$ cat src/rtl/quad_counter.sv
// Quadrature encoder front end: synchronises and filters A/B/index, keeps a wrapping count,
// and provides frame-coherent snapshots. Define QUAD_IDX_RESET_EN to zero the count on armed index.
module quad_counter #(
    parameter int W    = 16,
    parameter int FILT = 3
) (
    input  logic         clk,
    input  logic         rst_n,
    input  logic         sample_en,
    input  logic         enc_a,
    input  logic         enc_b,
    input  logic         enc_idx,
    input  logic         idx_arm,
    input  logic         snap,
    input  logic         clr,
    output logic [W-1:0] count_snap,
    output logic [W-1:0] idx_pos,
    output logic         idx_seen,
    output logic         err,
    output logic         dir
);

    localparam int            RW     = 4;
    localparam logic [RW-1:0] FILT_N = RW'(FILT);

`ifdef QUAD_IDX_RESET_EN
    localparam bit IDX_RESET = 1'b1;
`else
    localparam bit IDX_RESET = 1'b0;
`endif

    typedef enum logic [1:0] {MV_NONE, MV_UP, MV_DN, MV_ERR} move_t;

    function automatic move_t decode(input logic [1:0] old_ab, input logic [1:0] new_ab);
        move_t m;
        m = MV_NONE;
        case ({old_ab, new_ab})
            4'b0010, 4'b1011, 4'b1101, 4'b0100: m = MV_UP;
            4'b1000, 4'b1110, 4'b0111, 4'b0001: m = MV_DN;
            4'b0011, 4'b1100, 4'b0110, 4'b1001: m = MV_ERR;
            default:                            m = MV_NONE;
        endcase
        return m;
    endfunction

    // Stage 0/1: two-flop synchronisers for {A, B, index}
    logic [2:0] sync_p0, sync_p1;
    logic [1:0] ab_s;
    logic       idx_s;

    always_ff @(posedge clk or negedge rst_n) begin
        if (!rst_n) begin
            sync_p0 <= '0;
            sync_p1 <= '0;
        end else begin
            sync_p0 <= {enc_a, enc_b, enc_idx};
            sync_p1 <= sync_p0;
        end
    end

    assign ab_s  = sync_p1[2:1];
    assign idx_s = sync_p1[0];

    // Stage 2: run-length filters; a run only grows while the same candidate repeats
    logic [1:0]    ab_q, ab_cand, ab_old;
    logic [RW-1:0] ab_run, ab_run_nx;
    logic          primed, step_vld;
    logic          idx_q, idx_cand, idx_d;
    logic [RW-1:0] idx_run, idx_run_nx;

    assign ab_run_nx  = (ab_run != '0 && ab_s == ab_cand) ? ab_run + RW'(1) : RW'(1);
    assign idx_run_nx = (idx_run != '0 && idx_s == idx_cand) ? idx_run + RW'(1) : RW'(1);

    always_ff @(posedge clk or negedge rst_n) begin
        if (!rst_n) begin
            ab_q     <= '0;
            ab_cand  <= '0;
            ab_old   <= '0;
            ab_run   <= '0;
            primed   <= 1'b0;
            step_vld <= 1'b0;
        end else begin
            step_vld <= 1'b0;
            if (sample_en) begin
                if (ab_s == ab_q) begin
                    ab_run <= '0;
                end else if (ab_run_nx == FILT_N) begin
                    ab_q     <= ab_s;
                    ab_old   <= ab_q;
                    ab_run   <= '0;
                    primed   <= 1'b1;
                    step_vld <= primed;
                end else begin
                    ab_run  <= ab_run_nx;
                    ab_cand <= ab_s;
                end
            end
        end
    end

    always_ff @(posedge clk or negedge rst_n) begin
        if (!rst_n) begin
            idx_q    <= 1'b0;
            idx_cand <= 1'b0;
            idx_run  <= '0;
            idx_d    <= 1'b0;
        end else begin
            idx_d <= idx_q;
            if (sample_en) begin
                if (idx_s == idx_q) begin
                    idx_run <= '0;
                end else if (idx_run_nx == FILT_N) begin
                    idx_q   <= idx_s;
                    idx_run <= '0;
                end else begin
                    idx_run  <= idx_run_nx;
                    idx_cand <= idx_s;
                end
            end
        end
    end

    // Stage 3: decode the accepted transition and update count/flags
    move_t      move;
    logic       capture;
    logic [W-1:0] count;

    assign move    = step_vld ? decode(ab_old, ab_q) : MV_NONE;
    assign capture = idx_q & ~idx_d & idx_arm;

    always_ff @(posedge clk or negedge rst_n) begin
        if (!rst_n) begin
            count      <= '0;
            count_snap <= '0;
            idx_pos    <= '0;
            idx_seen   <= 1'b0;
            err        <= 1'b0;
            dir        <= 1'b0;
        end else begin
            if (snap)    count_snap <= count;
            if (capture) idx_pos    <= count;
            if (clr) begin
                count    <= '0;
                err      <= 1'b0;
                idx_seen <= 1'b0;
            end else begin
                if (capture)         idx_seen <= 1'b1;
                if (move == MV_ERR)  err      <= 1'b1;
                if (move == MV_UP)      dir <= 1'b1;
                else if (move == MV_DN) dir <= 1'b0;
                if (capture && IDX_RESET) count <= '0;
                else if (move == MV_UP)   count <= count + W'(1);
                else if (move == MV_DN)   count <= count - W'(1);
            end
        end
    end

endmodule

$ cat config.mk
export PLATFORM = sky130hd
export DESIGN_NAME = quad_counter
export DESIGN_NICKNAME = d
export VERILOG_FILES = /design/src/rtl/quad_counter.sv
export SDC_FILE = /design/constraint.sdc
export NUM_CORES = 1
export LEC_CHECK = 0
export CAP_MARGIN = 20
export CORE_ASPECT_RATIO = 0.75
export CORE_UTILIZATION = 35
export CTS_CLUSTER_SIZE = 12
export DETAILED_ROUTE_END_ITERATION = 12
export SLEW_MARGIN = 0
export SYNTH_ARGS = -nofsm -noshare
export SYNTH_HDL_FRONTEND = slang
export SYNTH_SLANG_ARGS = --single-unit
$ cat constraint.sdc
create_clock -name clk -period 9.4 [get_ports clk]
set_input_delay 2.35 -clock clk [delete_from_list [all_inputs] [get_ports clk]]
set_output_delay 2.35 -clock clk [all_outputs]
set_load 0.03 [all_outputs]
Yosys cells after proc, flatten, opt, wreduce, memory -nomap -nowiden
Memories as Yosys holds them, arrays and structs flattened.
Index checks and enable logic that the tools add are counted.
W data, S select, Z words.
{ "classes": {"add_sub_neg": 4, "eq_ne": 9, "n_mux": 19, "bitwise_logic": 8, "n_reduce_logical": 13} }
{ "op_table": {"columns": ["op", "count"], "rows": [
  ["$mux W16", 3],
  ["$mux W4", 6],
  ["$add A16 B1 Y16 const B", 1],
  ["$sub A16 B1 Y16 const B", 1],
  ["$reduce_and A3 Y1", 4],
  ["$mux W1", 9],
  ["$add A4 B1 Y4 const B", 2],
  ["$eq A4 B2 Y1 const B", 2],
  ["$reduce_bool A4 Y1", 2],
  ["$not A1 Y1", 6],
  ["$reduce_bool A2 Y1", 3],
  ["$eq A2 B2 Y1", 2],
  ["$eq A2 B2 Y1 const B", 2],
  ["$reduce_bool A3 Y1", 1],
  ["$and A1 B1 Y1", 2],
  ["$eq A1 B1 Y1", 2],
  ["$eq A2 B1 Y1 const B", 1],
  ["$logic_and A1 B1 Y1", 2],
  ["$mux W2", 1],
  ["$reduce_and A2 Y1", 1]
]} }
{ "totals": {"reg_bits": 76, "rom_bits": 32, "in_bits": 9, "output_inout_bits": 35, "word_cells": 72, "n_memories": 1} }
{ "mem_list": {"columns": ["name", "depth", "word_bits", "read_ports", "rd_ports_with_merged_regs", "wr", "line_no", "rtl"], "rows": [
  ["(name not given)", 16, 2, 1, 0, 0, "37", "case ({old_ab, new_ab})"]
]} }

Longest topological paths before layout
Gate-level depths: netlist of run 1.
{ "depth": {"word_depth": 7, "mapped_depth": 14, "ltp_nobuf": 14} }

Worst setup path after synthesis of run 1
No wires, ideal clock.
{ "synth_timing": {"path_type": "input-to-reg", "startpoint": "in sample_en", "endpoint": "reg ab_old[0]", "setup_time_ns": 0.125, "arrival_ns": 3.479, "setup_slack_ns": 5.796, "stages": 5, "n_path_buf": 1, "cell_sequence": "clkbuf_1 > o21ai_1 > nor2_1 > nand3_1 > mux2_2"} }
{ "synth_between": {"elab_chain_cells": 1} }
{ "synth_lines": {"columns": ["element", "line_no", "rtl"], "rows": [
  ["start: declaration", "9", "input logic sample_en,"],
  ["$reduce_and A3 Y1 (no source line)", null, null],
  ["end signal: assignment", "89", "ab_old <= ab_q;"],
  ["end: declaration", "65", "logic [1:0] ab_q, ab_cand, ab_old;"]
]} }
Every way passes these cells.
A chain may end at the register's enable or synchronous reset.

Final worst setup path of run 1
{ "layout_timing": {"startpoint": "in clr", "endpoint": "reg count[0]"} }
{ "layout_between": {"elab_chain_cells": 1, "elab_cells_between_ends": 2, "classes_between": "1 x mux; 1 x reduce/logical"} }
{ "layout_lines": {"columns": ["element", "line_no", "rtl"], "rows": [
  ["start: declaration", "15", "input logic clr,"],
  ["$reduce_bool A3 Y1 (no source line) or $mux W16 (tied branches)", null, null],
  ["end signal: assignment", "152", "else if (move == MV_UP) count <= count + W'(1);"],
  ["end signal: assignment", "153", "else if (move == MV_DN) count <= count - W'(1);"],
  ["end: declaration", "126", "logic [W-1:0] count;"]
]} }
Several ways; a longest one is shown, not always the timed one.

==> out/metrics.cfg, run 1 <==
[run_status]
status=finished, final reports clean

[floorplan]
die-area_um2=11200
fp.dieH_um=91.8
dieWidth_um=122
io_pins=44
core_um2=10400
rows=32
start_util_pct=36.3

[clocking]
clk_pin_slew_ps=60
cts_tree=built
clock_latency_ps=340
htreeDepth=3
hold_buffers=0
clock_path_buffers=2
cts_resized=0
cts_setup_buffers=0
cts_buffers=9
cts_root_buf=clkbuf_16
clock_sinks=76

[synth]
yosysTopAreaCell=dfrtp_1
synth-seq-area-share_pct=50.5
ys_ff_latch=76
synth_flop_cell=dfrtp_1
syn_area_um2=3760
yosysUniqueCellTypes=46
synth_top_area_share_pct=50.5
synth_nets=348
syn_area_per_cell_um2=11.9
synth_area_leaders=dfrtp_1 51%, mux2_2 12%, ha_1 7.6%, a22o_1 3.0%, xnor2_1 3.0%
syn_inst=315
yosys-top-cells-count=76 x dfrtp_1, 41 x mux2_2, 23 x ha_1
yosys_warnings=0
synth_most_common_cell=dfrtp_1
async_flop_share_pct=100
synth_edf_count=0

[detailed_routing]
wl_per_cell_um=15.1
drc=0
wl_met1_mm=3.81
wl_mm=7.61
drtIter0Drc=128
viasPerCell=5.01
met2_length_mm=3.39
num_vias=2520
top_layer=met4
ant_nets=0
wl_met3_um=304
dr.pass1.iters=4

[finish]
final_cells=503
nets=395
fill_cells=962
synthToLayoutAreaGrowth_pct=22.8
antenna_cells=0
layout-drive-gt1-share_pct=17.4
seqCellArea_um2=1900
multiInputGateArea_um2=1780
final_core_util_pct=44.6

[critical_path]
worstSetupStartpointType=input pin
critPathBufInv=2
endpoint_kind=flop
critPathMaxFanout=18
path_cells=clkdlybuf4s50_1, nor3_2, buf_6, nor2_1, mux2_2
path_class=input pin to flop
crit_family=buffers and inverters
cpPeakStageDelay_ps=720
cp_slowest_cell=clkdlybuf4s50_1
worstPathRequired_ps=9670
worstPathArrival_ps=4290

[timing]
slew_headroom_pct=36.1
fin_worst_skew_ps=5.97
hold_viol_final=0
finalSetupViolCount=0
fin_hold_ws_ps=348
setup_tns_ps=0
final.setup.worst_slack_ps=5390
worst_slew_pin_slew_ps=955
slew_viol_final=0
rsz0062_at_grt=no
fmax_mhz=249
min_period_over_period_pct=42.7
period_needed_ps=4010

[power_and_ir_drop]
p_clk_share_pct=19.5
powerDensity_nw_per_um2=356
p_leak_nw=2.10
ir_drop_mv=0.158
switchingPower_w=0.000638
pwr-share-comb_pct=48.3
switching_share_pct=38.8
internal_power_w=0.00101
p_seq_share_pct=32.2

[placement]
gp_congestion=0.829
port_buffers=43
dp_hpwl_mm=5.23
place_ws_ps=4560
dp.cells=486

[global_route]
grt_overflow=0
antenna_found_initial=0
grt_pass1_wl_mm=12.8
grt_max_degree=77
track_usage_pct=15.0
grt_pass1_vias=2525

[job]
cap_violations=0

[worst_hold_path]
hold_path.class=flop to flop

-- cells by family after synthesis --
family	share of synthesized area (%)
compound gates	13.0
simple gates	8.35
xor+xnor	4.89
buf+inv	2.23
fa+ha+maj	8.18
mux	12.8
flops	50.5
-- routing by layer --
metal	global-route usage (%)	vias up
li1	-	1237
met1	20.8	1232
met2	21.8	39
met3	5.16	12
met4	4.63	0
met5	0	-
-- worst paths after layout --
check                      startpoint       endpoint  slack [ps]  cells after the start
setup / recovery                  clr       count[0]        5390                      5
hold / removal             sync_p0[0]     sync_p1[0]         350                      0
setup reg to reg              ab_q[1]      count[11]        5620                     12
hold reg to reg            sync_p0[0]     sync_p1[0]         350                      0
max in group asynchronous       rst_n  count_snap[3]        6630                      1
min in group asynchronous       rst_n         primed        2170                      1
-- metrics by stage --
step                total power (W)  instance area, um^2
floorplan                   0.00109                 3760
global placement            0.00131                 4330
detailed placement          0.00133                 4330
CTS                         0.00166                 4610
global route                0.00176                 4620
finish                      0.00164                 4620
-- worst reg2reg max path: stages, from the launching register on --
cell and delay [ps]:
dfrtp_1 470, nand2b_1 140, o21ai_0 90, o211ai_1 230
inv_1 100, ha_1 260, inv_1 540, ha_1 420
and3_1 220, a221oi_2 430, nor4b_2 140, or3_1 370
a32o_1 260
-- power by group through the flow --
stage          clock network (W)  registers (W)  logic [W]
5_1_grt                 0.000349       0.000548   0.000862
3_3_place_gp                   0       0.000534   0.000781
6_report                0.000321       0.000529   0.000793
3_5_place_dp                   0       0.000535   0.000794
2_1_floorplan                  0       0.000615   0.000475
4_1_cts                 0.000335       0.000531   0.000797
-- placed cells by master, fill, tap and decap left out, types with 7 or more instances in the layout --
cell	count
dfrtp_1	76
ha_1	23
mux2_2	41
a21oi_1	9
inv_1	14
nand3_1	7
clkdlybuf4s50_1	42
xnor2_1	13
xor2_1	8
a22o_1	13
o21ai_0	14
nor2_1	12
clkbuf_16	9
nand2_1	16
-- state kept, by name, summed over array words and instances (netlist names), 2 cells and up --
signal,count
count,16
ab_q,2
idx_run,4
sync_p1,3
sync_p0,3
ab_cand,2
idx_pos,16
ab_run,4
count_snap,16
ab_old,2
-- final cells by class --
| class | instances | share of cell area (%) |
|---|---|---|
| flip-flops and latches | 76 | 41.1 |
| repair buffers | 44 | 9.50 |
| multi-input cells | 217 | 38.4 |
| clock buffers | 13 | 5.63 |
| inverters | 14 | 1.14 |
| well taps | 136 | 3.68 |
| clock inverters | 3 | 0.460 |
Power figures use the tool's default switching activity.
==> inputs of run 2 (changes only) <==
==> constraint.sdc (replaced) <==
create_clock -name clk -period 4.1 [get_ports clk]
set_input_delay 1.025 -clock clk [delete_from_list [all_inputs] [get_ports clk]]
set_output_delay 1.025 -clock clk [all_outputs]
set_load 0.03 [all_outputs]
==> run 2 against run 1 <==
Net effect:
- first-iteration DRC count grew 26%
- final area grew 0.89%
- final cell count grew 0.60%
- clock-buffer cell count shrank 1
- critical path type is now flop to flop
- sequential cell count is the same
==> out/metrics.cfg, run 2 (synthesis gave the netlist of run 1 again) <==
[timing]
worst_slew_pin_slew_ps=951
setup_tns_ps=0
fmax_mhz=283
slew_viol_final=0
finalSetupViolCount=0
rsz0062_at_grt=no
period_needed_ps=3530
slew_headroom_pct=36.6
fin_worst_skew_ps=9.58
min_period_over_period_pct=86.2
hold_viol_final=0

[global_route]
grt_pass1_wl_mm=13.0
antenna_found_initial=0
grt_max_degree=77
grt_pass1_vias=2635
track_usage_pct=15.2
grt_overflow=0

[power_and_ir_drop]
power_w=0.00382
ir_drop_mv=0.340
powerDensity_nw_per_um2=818
p_leak_nw=2.12

[floorplan]
die-area_um2=11200
rows=32
start_util_pct=36.3
core_um2=10400
dieWidth_um=122
io_pins=44
fp.dieH_um=91.8

[job]
cap_violations=0

[critical_path]
reg2reg_from=ab_q[1]
critPathMaxFanout=12
path_class=flop to flop
endpoint_kind=flop
crit_start=ab_q[1]
worstPathRequired_ps=4320
worstPathArrival_ps=3760
worstSetupStartpointType=flop

[detailed_routing]
viasPerCell=5.10
drtIter0Drc=161
wl_mm=7.54
num_vias=2580
dr.pass1.iters=4
ant_nets=0
drc=0
wl_per_cell_um=14.9

[finish]
layout.cells.most_common_list=76 x dfrtp_1, 42 x clkdlybuf4s50_1, 41 x mux2_2
layout_commonest_cell=dfrtp_1
nets=398
synthToLayoutAreaGrowth_pct=23.9
antenna_cells=0
reg_top3=count: 16 flops, count_snap: 16 flops, idx_pos: 16 flops
fill_cells=941
layout-drive-gt1-share_pct=18.4

[clocking]
cts_setup_buffers=0
cts_buffers=9
cts_resized=0
clk_pin_slew_ps=60
hold_buffers=0
clock_path_buffers=2
cts_tree=built
htreeDepth=3
clock_sinks=76
cts_root_buf=clkbuf_16
clock_latency_ps=340

[run_status]
status=finished, final reports clean

[placement]
gp_congestion=0.791
port_buffers=43
dp_hpwl_mm=5.04

[worst_hold_path]
holdCritStartpoint=sync_p0[0]
hold_path.class=flop to flop

-- run 2: cell types whose count changed in the layout (fill, tap and decap cells not counted), sizes merged --
cell and change:
buf +3, bufinv +1, clkbuf -1
-- run 2: per-layer routing --
layer,up-vias,routed length (um),global-route usage (%)
met4,0,98,5.56
met1,1282,3570,19.8
met5,-,0,0
li1,1244,-,-
met2,44,3540,23.3
met3,10,319,5.16
-- run 2: layout make-up --
| cell class | instances | area, um^2 | area share, % |
|---|---|---|---|
| clock buffers | 12 | 256 | 5.50 |
| flip-flops and latches | 76 | 1900 | 40.8 |
| multi-input cells | 217 | 1780 | 38.1 |
| inverters | 14 | 52.6 | 1.13 |
| well taps | 136 | 170 | 3.65 |
| clock inverters | 4 | 47.5 | 1.02 |
| repair buffers | 47 | 458 | 9.82 |
-- run 2: worst paths after layout --
kind / to / slack, ps / depth (start not counted)
setup reg to reg: count[11] / 570 / 12
setup / recovery: count[11] / 570 / 12
hold / removal: sync_p1[0] / 350 / 0
hold reg to reg: sync_p1[0] / 350 / 0
max in group asynchronous: count_snap[13] / 2650 / 1
min in group asynchronous: sync_p0[2] / 840 / 1
-- run 2: through the flow --
step                setup WS [ps]  hold WS [ps]  utilization (%)  cells  area (um^2)
floorplan                     817           331                -    315         3760
global route                  310           368             45.0    506         4660
detailed placement            588           342             42.0    490         4360
global placement              697           339             42.0    490         4360
finish                        568           353             45.0    506         4660
CTS                           561           356             45.0    506         4660
-- run 2: where the power goes --
group / switching, W / total (W) / internal [W]
combinational: 0.000943 / 0.00181 / 0.000870
clock: 0.000295 / 0.000797 / 0.000502
sequential: 0.000208 / 0.00121 / 0.000997
-- run 2: worst max-delay path, stage by stage, from the launching register on --
cell	delay (ps)
dfrtp_1	470
nand2b_1	130
o21ai_0	90
o211ai_1	250
inv_1	110
ha_1	260
inv_1	330
ha_1	370
and3_1	220
a221oi_2	440
nor4b_2	130
or3_1	360
a32o_1	260
